## config.mk

```make
export PLATFORM = sky130hd
export DESIGN_NAME = imem_loader
export DESIGN_NICKNAME = d
export VERILOG_FILES = /design/src/rtl/loader_pkg.sv /design/src/rtl/byte_packer.sv /design/src/rtl/imem_loader.sv
export SDC_FILE = /design/constraint.sdc
export NUM_CORES = 1
export LEC_CHECK = 0
export ABC_AREA = 1
export BUFFER_PORTS_ARGS = -buffer_cell sky130_fd_sc_hd__buf_2
export CAP_MARGIN = 30
export CORE_MARGIN = 5
export CORE_UTILIZATION = 50
export CTS_CLUSTER_DIAMETER = 200
export DETAILED_ROUTE_END_ITERATION = 7
export PLACE_DENSITY = 0.77
export SYNTH_ARGS = -nofsm -noshare
export SYNTH_HDL_FRONTEND = slang
export SYNTH_SLANG_ARGS = --single-unit
```

## constraint.sdc

```tcl
create_clock -name clk -period 5.1 [get_ports clk]
set_input_delay 0.255 -clock clk [delete_from_list [all_inputs] [get_ports clk]]
set_output_delay 0.255 -clock clk [all_outputs]
set_load 0.02 [all_outputs]
```

## src/rtl/loader_pkg.sv

```systemverilog
// Shared types and sizing for the instruction-memory loader.
package loader_pkg;

  typedef enum logic [2:0] {
    IDLE,
    LEN,
    DATA,
    WRITE,
    DONE,
    ERR
  } loader_state_t;

  localparam int unsigned BYTES_PER_WORD     = 4;
  localparam int unsigned BYTE_W             = 8;
  localparam int unsigned WORD_W             = 32;
  localparam int unsigned IDX_W              = 2;
  localparam int unsigned TIMEOUT_CYCLES_DEF = 100000;

  // Bits needed to hold the value 'cycles', i.e. $clog2(cycles+1).
  function automatic int unsigned tmo_width(input int unsigned cycles);
    int unsigned w;
    w = 1;
    while ((cycles >> w) != 0) w++;
    return w;
  endfunction

endpackage

```

## src/rtl/byte_packer.sv

```systemverilog
// Little-endian 4-byte assembler; the byte presented with 'load' is merged into word_c.
module byte_packer
  import loader_pkg::*;
(
  input  logic              clk,
  input  logic              rst,
  input  logic              load,
  input  logic              clear,
  input  logic [BYTE_W-1:0] data,
  output logic [WORD_W-1:0] word_c,
  output logic              word_full_c
);

  logic [WORD_W-1:0] word_q;
  logic [IDX_W-1:0]  idx_q;

  // Current word with the incoming byte inserted at its lane.
  always_comb begin
    word_c = word_q;
    if (load) word_c[{idx_q, 3'b000} +: BYTE_W] = data;
  end

  assign word_full_c = load && (idx_q == IDX_W'(BYTES_PER_WORD - 1));

  // Index wraps naturally to 0 after the last lane; a full word restarts from zero.
  always_ff @(posedge clk) begin
    if (!rst || clear) begin
      word_q <= '0;
      idx_q  <= '0;
    end else if (load) begin
      word_q <= word_full_c ? '0 : word_c;
      idx_q  <= idx_q + IDX_W'(1);
    end
  end

endmodule

```

## src/rtl/imem_loader.sv

```systemverilog
// Length-prefixed byte stream to instruction-memory word writes; holds the core in reset until loaded.
module imem_loader
  import loader_pkg::*;
#(
  parameter logic [WORD_W-1:0] BASE_ADDR      = 32'd4,
  parameter int unsigned       MAX_WORDS      = 1024,
  parameter int unsigned       TIMEOUT_CYCLES = TIMEOUT_CYCLES_DEF
) (
  input  logic              clk,
  input  logic              rst,
  input  logic [BYTE_W-1:0] rx_data,
  input  logic              rx_valid,
  output logic              rx_ready,
  output logic              mem_we,
  output logic [WORD_W-1:0] mem_addr,
  output logic [WORD_W-1:0] mem_wdata,
  output logic              core_rst,
  output logic              load_done,
  output logic              load_err,
  output logic [WORD_W-1:0] words_loaded
);

  localparam int unsigned TMO_W = tmo_width(TIMEOUT_CYCLES);

  loader_state_t     state, state_next;
  logic [WORD_W-1:0] count_q, count_next;
  logic [TMO_W-1:0]  tmo_q, tmo_next;
  logic [WORD_W-1:0] addr_next, wdata_next, words_next;
  logic              rx_ready_next, mem_we_next, core_rst_next, done_next, err_next;
  logic              accept;
  logic              pk_load, pk_clear, pk_full;
  logic [WORD_W-1:0] pk_word;

  assign accept = rx_valid && rx_ready;

  byte_packer u_packer (
    .clk         (clk),
    .rst         (rst),
    .load        (pk_load),
    .clear       (pk_clear),
    .data        (rx_data),
    .word_c      (pk_word),
    .word_full_c (pk_full)
  );

  // Next-state and next-output decode; the packer serves both header and data words.
  always_comb begin
    state_next = state;
    count_next = count_q;
    tmo_next   = '0;
    addr_next  = mem_addr;
    wdata_next = mem_wdata;
    words_next = words_loaded;
    pk_load    = 1'b0;
    pk_clear   = 1'b0;

    case (state)
      IDLE: begin
        if (accept) begin
          pk_load    = 1'b1;
          state_next = LEN;
        end
      end
      LEN, DATA: begin
        pk_load = accept;
        if (accept) begin
          if (pk_full && state == LEN) begin
            count_next = pk_word;
            if (pk_word == '0)                         state_next = DONE;
            else if (pk_word > WORD_W'(MAX_WORDS))     state_next = ERR;
            else                                       state_next = DATA;
          end else if (pk_full) begin
            wdata_next = pk_word;
            state_next = WRITE;
          end
        end else if (tmo_q == TMO_W'(TIMEOUT_CYCLES - 1)) begin
          // An accepted byte on this same cycle takes the branch above instead.
          state_next = ERR;
          pk_clear   = 1'b1;
        end else begin
          tmo_next = tmo_q + TMO_W'(1);
        end
      end
      WRITE: begin
        words_next = words_loaded + WORD_W'(1);
        addr_next  = mem_addr + WORD_W'(4);
        state_next = (words_next == count_q) ? DONE : DATA;
      end
      DONE, ERR: pk_clear = 1'b1;
      default:   state_next = IDLE;
    endcase

    rx_ready_next = (state_next == IDLE) || (state_next == LEN) || (state_next == DATA);
    mem_we_next   = (state_next == WRITE);
    done_next     = (state_next == DONE);
    err_next      = (state_next == ERR);
    core_rst_next = !done_next;
  end

  always_ff @(posedge clk) begin
    if (!rst) begin
      state        <= IDLE;
      count_q      <= '0;
      tmo_q        <= '0;
      rx_ready     <= 1'b1;
      mem_we       <= 1'b0;
      mem_addr     <= BASE_ADDR;
      mem_wdata    <= '0;
      core_rst     <= 1'b1;
      load_done    <= 1'b0;
      load_err     <= 1'b0;
      words_loaded <= '0;
    end else begin
      state        <= state_next;
      count_q      <= count_next;
      tmo_q        <= tmo_next;
      rx_ready     <= rx_ready_next;
      mem_we       <= mem_we_next;
      mem_addr     <= addr_next;
      mem_wdata    <= wdata_next;
      core_rst     <= core_rst_next;
      load_done    <= done_next;
      load_err     <= err_next;
      words_loaded <= words_next;
    end
  end

endmodule

```

After elaboration in Yosys (flattened, before gate mapping). Index checks and enable logic that the tools add are counted.

Flip-flop bits (word level): 187. Input bits: 11. Output and inout bits: 101. Word-level logic and storage cells: 70.

Add/subtract/negate cells: 5. Order comparisons: 1. Eq/ne operators: 13. Shifts and indexed selects: 2. Muxes and demuxes: 17. Bitwise gates (word level): 3. Reductions and logical operators: 16.

Operator list (number): $mux 32 (2); $add 32x1->32 const B (1); $add 32x3->32 const B (1); $bwmux 32 (1); $eq 32x32->1 (1); $gt 32x11->1 const B (1); $logic_not 32->1 (1); $shift 8x7->32 const A (1); $shiftx 8x7->32 (1); $mux 3 (8); $add 17x1->17 const B (1); $eq 17x17->1 const B (1); $eq 3x2->1 const B (4); $eq 3x3->1 const B (4); $pmux 3 s4 (1); $neg 5->7 (1); $eq 3x1->1 const B (2); $logic_not 3->1 (2); $pmux 1 s2 (2); $reduce_and 4->1 (1); $reduce_or 2->1 (2); $reduce_or 4->1 (1); $logic_and 1x1->1 (3); $logic_or 1x1->1 (3); 6 further kinds (11).

Logic depth before layout (Yosys ltp). Gate-level depths: netlist (run 1).

Depth in word-level cells: 13. Mapped depth: 23. Depth with buffers taken out: 21.

Cells and area by module. From an unflattened synthesis (run 1), not the netlist that was laid out.

Cells, all modules: 1426. Area, all modules: 9356.5 µm².

Modules (own cells, without submodules): imem_loader (instances 1, cells each 1162, area each 7611.0 µm², sequential area each 3022.9 µm²); byte_packer (instances 1, cells each 264, area each 1745.4 µm², sequential area each 680.7 µm²).

Worst setup path before layout (run 1). OpenSTA, ideal clock, no wires.

Path kind: reg2reg. Start: reg u_packer.idx_q[0]. End: reg load_done. Arrival time: 2363 ps. Required time: 4988 ps. Path slack: 2625 ps. Stages on the path, launching flop included: 19. Path buffers: 2. Cell sequence: dfxtp_1 > buf_2 > inv_1 > ha_1 > buf_2 > nor2_1 > nand3_1 > nand3_1 > nand2_1 > nand2_1 > nor2_1 > nand2_1 > nor2_1 > a21oi_1 > nand2_2 > a21oi_2 > nand2_2 > nand2_2 > nor2_1.

Longest elaborated chain between the ends: 11.

RTL lines: from (decl) (line byte_packer.sv:15) `logic [IDX_W-1:0] idx_q;`; from (signal assigned) (line byte_packer.sv:32) `idx_q <= idx_q + IDX_W'(1);`; $neg 5->7 (line byte_packer.sv:20) `if (load) word_c[{idx_q, 3'b000} +: BYTE_W] = data;`; $shiftx 8x7->32 or $shift 8x7->32 (tied branches) (line byte_packer.sv:20); $bwmux 32 (line byte_packer.sv:20); $mux 32 (line byte_packer.sv:20); $gt 32x11->1 (line imem_loader.sv:70) `else if (pk_word > WORD_W'(MAX_WORDS)) state_next = ERR;`; $mux 3 (line imem_loader.sv:70); $mux 3 (line imem_loader.sv:69) `if (pk_word == '0) state_next = DONE;`; $mux 3 * (line imem_loader.sv:67) `if (pk_full && state == LEN) begin`; $mux 3 * (line imem_loader.sv:66) `if (accept) begin`; $pmux 3 s4 * (line imem_loader.sv:57) `case (state)`; $eq 3x3->1 * (line imem_loader.sv:95) `done_next = (state_next == DONE);`; to (signal assigned) (line imem_loader.sv:122) `load_done <= done_next;`; to (decl) (line imem_loader.sv:18) `output logic load_done,`.

Mark *: on every way between the ends. The rest lies on a longest branch, timed or not. A chain may end at the register's enable or synchronous reset.

Worst setup path after layout (run 1).
Start: reg u_packer.idx_q[0]. End: reg core_rst.

Longest elaborated chain between the ends: 12.

RTL lines: $neg 5->7 (line byte_packer.sv:20); $shiftx 8x7->32 or $shift 8x7->32 (tied branches) (line byte_packer.sv:20); $bwmux 32 (line byte_packer.sv:20); $mux 32 (line byte_packer.sv:20); $gt 32x11->1 (line imem_loader.sv:70); $mux 3 (line imem_loader.sv:70); $mux 3 (line imem_loader.sv:69); $mux 3 * (line imem_loader.sv:67); $mux 3 * (line imem_loader.sv:66); $pmux 3 s4 * (line imem_loader.sv:57); $eq 3x3->1 * (line imem_loader.sv:95); $logic_not 1->1 * (line imem_loader.sv:97) `core_rst_next = !done_next;`; to (signal assigned) (line imem_loader.sv:121) `core_rst <= core_rst_next;`; to (decl) (line imem_loader.sv:17) `output logic core_rst,`.

Marked as above.

==> results.py, run 1 <==
metrics = {
    "timing": {
        "min_period_ns": 4.01,
        "slew_violations": 0,
        "tightest_slew_ns": 1.01,
        "max_slew_margin": 0.325,
        "finClkSkew_ns": 0.00762,
        "hold_viol_final": 0,
        "finalSetupViolCount": 0,
        "hold_slack_ns": 0.338,
        "finalCritPeriodShare": 0.786,
        "grt_setup_unrepaired": "no",
        "fmax_mhz": 249,
        "setup-tns-final_ns": 0,
    },
    "synth": {
        "synth_seq_cells": 185,
        "synth_mux_area_frac": 0,
        "synth_top_family_by_area": "simple AND/OR/NAND/NOR gates",
        "synth_area_leaders": "dfxtp_1 (40%), nand2_1 (13%), inv_1 (6.2%)",
        "async_reset_ff_frac": 0,
        "synth_cell_types": 43,
        "synth-edff-count": 0,
        "netlist_area_sq_um": 9310,
        "yosys-top-cells-count": "nand2_1 (334), dfxtp_1 (185), inv_1 (154), nor2_1 (137), a21oi_1 (115)",
        "synth_warnings": 0,
        "yosysMostFrequentCell": "nand2_1",
        "synthCells": 1380,
        "synth_largest_area_cell": "dfxtp_1",
        "synth_fa_ha_area_frac": 0.0108,
        "synth.avg_cell_area_sq_um": 6.75,
        "synth-xor-area-share": 0.0255,
        "synth_compound_area_frac": 0.139,
        "synth-simple-area-share": 0.334,
        "synth_flop_cell": "dfxtp_1",
        "ys_seq_area_frac": 0.398,
        "synth_top_area_frac": 0.398,
    },
    "power": {
        "power_frac_seq": 0.469,
        "power_leakage_uw": 0.00462,
        "combPwrFrac": 0.065,
        "internal_power_uw": 2410,
        "power_density_nw_per_um2": 295,
        "pwr-share-clk": 0.466,
        "vdd.ir_drop.worst_mv": 0.244,
        "swShare": 0.230,
        "p_switching_uw": 719,
    },
    "worst_setup_path": {
        "r2r_slack_ns": 1.09,
        "crit_chain": "ha_1, nand3_1, inv_2, nand2_1, inv_2, nand2_1, nand2_1, nand2_1, nand2_1, nand2_1, clkinv_1, nand3_1",
        "required_ns": 5.41,
        "cp_slowest_cell": "dfxtp_1",
        "reg2regPathDepth": 12,
        "max_stage_delay_ns": 0.70,
        "worstReg2RegStart": "u_packer.idx_q[0]",
        "critPathMaxFanout": 54,
        "cp.buffers_inverters": 3,
        "cp_top_family": "simple AND/OR/NAND/NOR gates",
        "crit_arrival_ns": 4.31,
        "cp-end-kind": "flop",
        "r2r-end": "core_rst",
        "path_depth": 12,
        "endpoint": "core_rst",
        "startpoint": "u_packer.idx_q[0]",
        "critPathKind": "flop to flop",
        "cp-start-kind": "flop",
        "cp_common_cell": "nand2_1",
    },
    "clock_tree": {
        "clock_path_buffers": 2,
        "clk_latency_ns": 0.43,
        "cts-root-buf": "clkbuf_16",
        "cts_setup_buffers": 0,
        "cts_resized": 0,
        "htreeDepth": 4,
        "clk_pin_slew_ns": 0.06,
        "cts_buffers": 17,
        "holdBufCountCts": 0,
        "cts_tree": "done",
        "clock-sinks": 185,
    },
    "global_routing": {
        "grt_util_all_layers": 0.236,
        "antenna_found_initial": 0,
        "overflow": 0,
        "grt_pass1_wl_mm": 42.3,
        "first_global_vias": 8409,
        "grt_max_degree": 103,
    },
    "detailed_routing": {
        "wirelength_mm": 25.4,
        "vias_per_cell": 5.36,
        "drtIter0Drc": 700,
        "ant_nets": 0,
        "vias": 9141,
        "routedWlPerCell_um": 14.9,
        "drc": 0,
        "first_pass_iters": 6,
    },
    "die": {
        "coreArea_sq_um": 18500,
        "die_width_um": 146,
        "start_util": 0.503,
        "core.rowCount": 50,
        "ios": 112,
        "die_area_sq_um": 21400,
        "dieHeight_um": 146,
    },
    "placed_design": {
        "post-dp-hpwl_mm": 18.7,
        "gp_congestion": 0.967,
        "port_buffers": 109,
    },
    "worst_hold_path": {
        "hold_class": "input pin to flop",
    },
    "cells_and_area": {
        "drive_gt1_frac": 0.135,
        "diodes": 0,
        "area_delta_synth_final_pct": 14.2,
        "fin_nets": 1479,
    },
    "run": {
        "cap_viol_max_count": 0,
    },
    "outcome": {
        "status": "complete, no violations",
    },
}
## layout make-up
class,count,area (sq um)
fill,1733,7890
timing repair buffer,114,616
tap,234,293
sequential,185,3700
clock inverter,11,194
multi-input combinational,979,4750
clock buffer,20,457
inverter,163,612
## worst reg2reg max path: stages (launching register included)
cell	delay, ns
dfxtp_1	0.70
ha_1	0.54
nand3_1	0.54
inv_2	0.57
nand2_1	0.39
inv_2	0.67
nand2_1	0.12
nand2_1	0.08
nand2_1	0.04
nand2_1	0.05
nand2_1	0.06
clkinv_1	0.07
nand3_1	0.06
## registers in the layout, indices dropped and copies added, names as in the netlist
signal	cells
core_rst	1
u_packer.word_q	32
mem_addr	30
u_packer.idx_q	2
load_done	1
count_q	32
rx_ready	1
words_loaded	32
state	3
mem_we	1
mem_wdata	32
tmo_q	17
load_err	1
## layout by cell type, fill, tap and decap left out, types with 8 or more instances in the layout
master / synthesis / layout
nand2_1: 334 / 334
dfxtp_1: 185 / 185
inv_1: 154 / 154
nor2_1: 137 / 136
a21oi_1: 115 / 115
buf_2: 9 / 109
o21ai_0: 102 / 102
nand3_1: 94 / 94
nor3_1: 54 / 54
clkbuf_16: 0 / 17
xor2_1: 16 / 16
nand4_1: 15 / 15
nand2_2: 12 / 12
nand3_2: 10 / 10
o211ai_1: 9 / 9
nor3b_1: 9 / 9
inv_2: 8 / 8
nor2_2: 8 / 8
ha_1: 8 / 8
## per-stage QoR
step                      cell area, sq um  setup slack, ns  total power (uW)  std cells  utilization
after floorplan                       9310             2.62              1650       1381            -
after global placement                9930             1.26              1700       1673        0.536
after detailed placement              9980             1.13              1700       1675        0.539
after CTS                            10600             1.10              3140       1706        0.574
after global routing                 10600            0.563              3240       1706        0.574
final                                10600             1.09              3130       1706        0.574
## logic make-up after synthesis
logic type,count (synthesis)
buf+inv,217
fa+ha+maj,8
flops,185
compound gates,246
xor+xnor,24
other cells,1
simple gates,699
## per-layer routing
metal	share of wire	vias up	track usage	wire length [um]
li1	-	4637	-	-
met1	0.47	4168	0.334	11900
met2	0.44	303	0.369	11300
met3	0.068	33	0.0493	1730
met4	0.017	0	0.0626	439
met5	0	-	0	0
## worst min-delay path by stage
| stage | cells past startpoint | slack [ns] | startpoint | endpoint |
|---|---|---|---|---|
| after floorplan | 1 | 0.42 | tmo_q[0] | tmo_q[0] |
| after global placement | 1 | 0.43 | tmo_q[0] | tmo_q[0] |
| after detailed placement | 2 | 0.45 | u_packer.word_q[28] | u_packer.word_q[28] |
| after CTS | 5 | 0.32 | rx_data[5] | u_packer.word_q[21] |
| after global routing | 5 | 0.36 | rx_data[5] | u_packer.word_q[21] |
| final | 5 | 0.34 | rx_data[5] | u_packer.word_q[21] |
## power by group through the flow
stage	Combinational (uW)	Clock (uW)	Sequential, uW
after floorplan	151	0	1500
after global placement	195	0	1500
after detailed placement	198	0	1500
after CTS	200	1470	1470
after global routing	228	1540	1470
final	204	1460	1470
Note: power is estimated with default switching activity, not from simulation.
==> run 2: changes to the inputs <==
Settings changed: PLACE_DENSITY 0.77 to 0.8.
Clock period 5.1 ns to 3.3 ns, I/O delays scaled along.
==> run 2 against run 1 <==
Compared with the run above:
- sequential share of layout area is 0.20 points lower
- sequential power is 54% higher
- final cell count is 0.59% higher
- global-route usage is 0.087 points higher
- worst setup slack worse by 0.67 ns
- register-to-register slack worse by 0.67 ns
- critical path depth is 5 higher
- wire length is 1.3% higher
- flip-flop and latch count stayed put
- first-iteration DRC count is 36% higher
- critical endpoint is now load_done
- largest power group unchanged
==> results.py, run 2 (synthesized netlist as in run 1, its figures left out) <==
metrics = {
    "die": {
        "ios": 112,
        "coreArea_sq_um": 18500,
        "core.rowCount": 50,
        "die_area_sq_um": 21400,
        "dieHeight_um": 146,
        "die_width_um": 146,
        "start_util": 0.503,
    },
    "worst_setup_path": {
        "max_stage_delay_ns": 0.46,
        "r2r_slack_ns": 0.42,
        "crit_chain": "inv_1, ha_1, inv_1, nor2_1, nand3_1, nand2_1, nand2_1, nand2_1, nor2_1, nand2_1, nor2_1, a21oi_1, nand2_2, a21oi_2, nand2_2, nand2_2, nor2_1",
        "critPathMaxFanout": 8,
        "cp-start-kind": "flop",
        "cp_slowest_cell": "ha_1",
        "r2r-end": "load_done",
        "endpoint": "load_done",
        "cp.buffers_inverters": 2,
        "cp_top_family": "simple AND/OR/NAND/NOR gates",
        "crit_arrival_ns": 3.20,
        "path_depth": 17,
        "startpoint": "u_packer.idx_q[0]",
        "required_ns": 3.62,
        "cp-end-kind": "flop",
        "critPathKind": "flop to flop",
        "reg2regPathDepth": 17,
        "worstReg2RegStart": "u_packer.idx_q[0]",
    },
    "cells_and_area": {
        "drive_gt1_frac": 0.141,
        "fin_nets": 1489,
        "area_delta_synth_final_pct": 14.8,
        "final_common_cell": "nand2_1",
        "final_cell_mix": "nand2_1 (334), dfxtp_1 (185), inv_1 (154)",
        "diodes": 0,
    },
    "power": {
        "internal_power_uw": 3660,
        "power_frac_seq": 0.469,
        "power_leakage_uw": 0.00466,
        "vdd.ir_drop.worst_mv": 0.379,
        "total_power_uw": 4830,
        "swShare": 0.242,
        "power_density_nw_per_um2": 452,
        "pwr-share-clk": 0.463,
        "combPwrFrac": 0.068,
        "p_switching_uw": 1170,
    },
    "worst_hold_path": {
        "hold_class": "input pin to flop",
    },
    "timing": {
        "max_slew_margin": 0.561,
        "hold_viol_final": 0,
        "fmax_mhz": 347,
        "tightest_slew_ns": 0.657,
        "setup-tns-final_ns": 0,
        "finalCritPeriodShare": 0.873,
        "min_period_ns": 2.88,
        "finalSetupViolCount": 0,
        "slew_violations": 0,
        "grt_setup_unrepaired": "no",
        "finClkSkew_ns": 0.0108,
    },
    "clock_tree": {
        "cts_resized": 0,
        "cts-root-buf": "clkbuf_16",
        "clk_pin_slew_ns": 0.07,
        "holdBufCountCts": 0,
        "clock-sinks": 185,
        "cts_tree": "done",
        "clk_latency_ns": 0.43,
        "htreeDepth": 4,
        "cts_buffers": 17,
        "clock_path_buffers": 2,
        "cts_setup_buffers": 0,
    },
    "global_routing": {
        "grt_util_all_layers": 0.237,
        "first_global_vias": 8534,
        "grt_max_degree": 96,
        "overflow": 0,
        "antenna_found_initial": 0,
        "grt_pass1_wl_mm": 42.2,
    },
    "detailed_routing": {
        "vias": 9287,
        "ant_nets": 0,
        "drc": 0,
        "drtIter0Drc": 951,
        "routedWlPerCell_um": 15.0,
        "first_pass_iters": 5,
        "wirelength_mm": 25.7,
        "vias_per_cell": 5.41,
    },
    "placed_design": {
        "gp_congestion": 0.939,
        "port_buffers": 109,
        "post-dp-hpwl_mm": 18.9,
    },
    "outcome": {
        "status": "complete, no violations",
    },
    "run": {
        "cap_viol_max_count": 0,
    },
}
==> run 2: cell count changes in the layout (fill, tap and decap cells not counted), moves of 2 or more <==
cell and delta:
buf_4 +10, clkinv_2 -2, clkinv_4 -2, inv_6 +3, inv_8 +3
==> run 2: worst min-delay path by stage <==
stage	cells after the start	startpoint	to
final	3	rst	mem_wdata[31]
after global routing	3	rst	mem_wdata[27]
after CTS	3	rst	mem_wdata[31]
after detailed placement	1	tmo_q[0]	tmo_q[0]
after global placement	1	tmo_q[0]	tmo_q[0]
after floorplan	2	rst	mem_we
==> run 2: metal layers <==
layer  up-vias  part of all wire  GRT usage
met4         0             0.017     0.0597
met2       337              0.46      0.379
met5         -                 0          0
met1      4239              0.46      0.328
li1       4670                 -          -
met3        41             0.066     0.0512
==> run 2: area by class of cell <==
cell class              count  area, sq um
well taps                 234          293
clock buffers              18          439
inverters                 163          612
clock inverters            13          204
fillers                  1716         7830
flip-flops and latches    185         3700
repair buffers            124          683
multi-input cells         979         4750
==> run 2: power by group through the flow <==
stage / combinational (uW) / clock, uW / sequential, uW
CTS: 321 / 2260 / 2260
floorplan: 233 / 0 / 2310
detailed placement: 318 / 0 / 2320
global route: 363 / 2370 / 2270
finish: 326 / 2240 / 2270
global placement: 316 / 0 / 2320
==> run 2: metrics by stage <==
| stage | util | setup slack (ns) | cells | hold slack, ns | instance area, sq um |
|---|---|---|---|---|---|
| floorplan | - | 0.825 | 1381 | 0.370 | 9310 |
| global placement | 0.543 | 0.492 | 1685 | 0.432 | 10000 |
| detailed placement | 0.543 | 0.463 | 1685 | 0.438 | 10000 |
| CTS | 0.577 | 0.455 | 1716 | 0.0654 | 10700 |
| global route | 0.577 | 0.125 | 1716 | 0.0844 | 10700 |
| finish | 0.577 | 0.419 | 1716 | 0.0767 | 10700 |
==> run 2: worst reg2reg max path, delay by kind of cell (launching register included) <==
family                   cells  cell delay (ns)
flip-flops                   1             0.33
adder cells (fa/ha/maj)      1             0.46
AND/OR/NAND/NOR             12             1.46
buffers and inverters        2             0.24
AO/OA/AOI/OAI                2             0.30
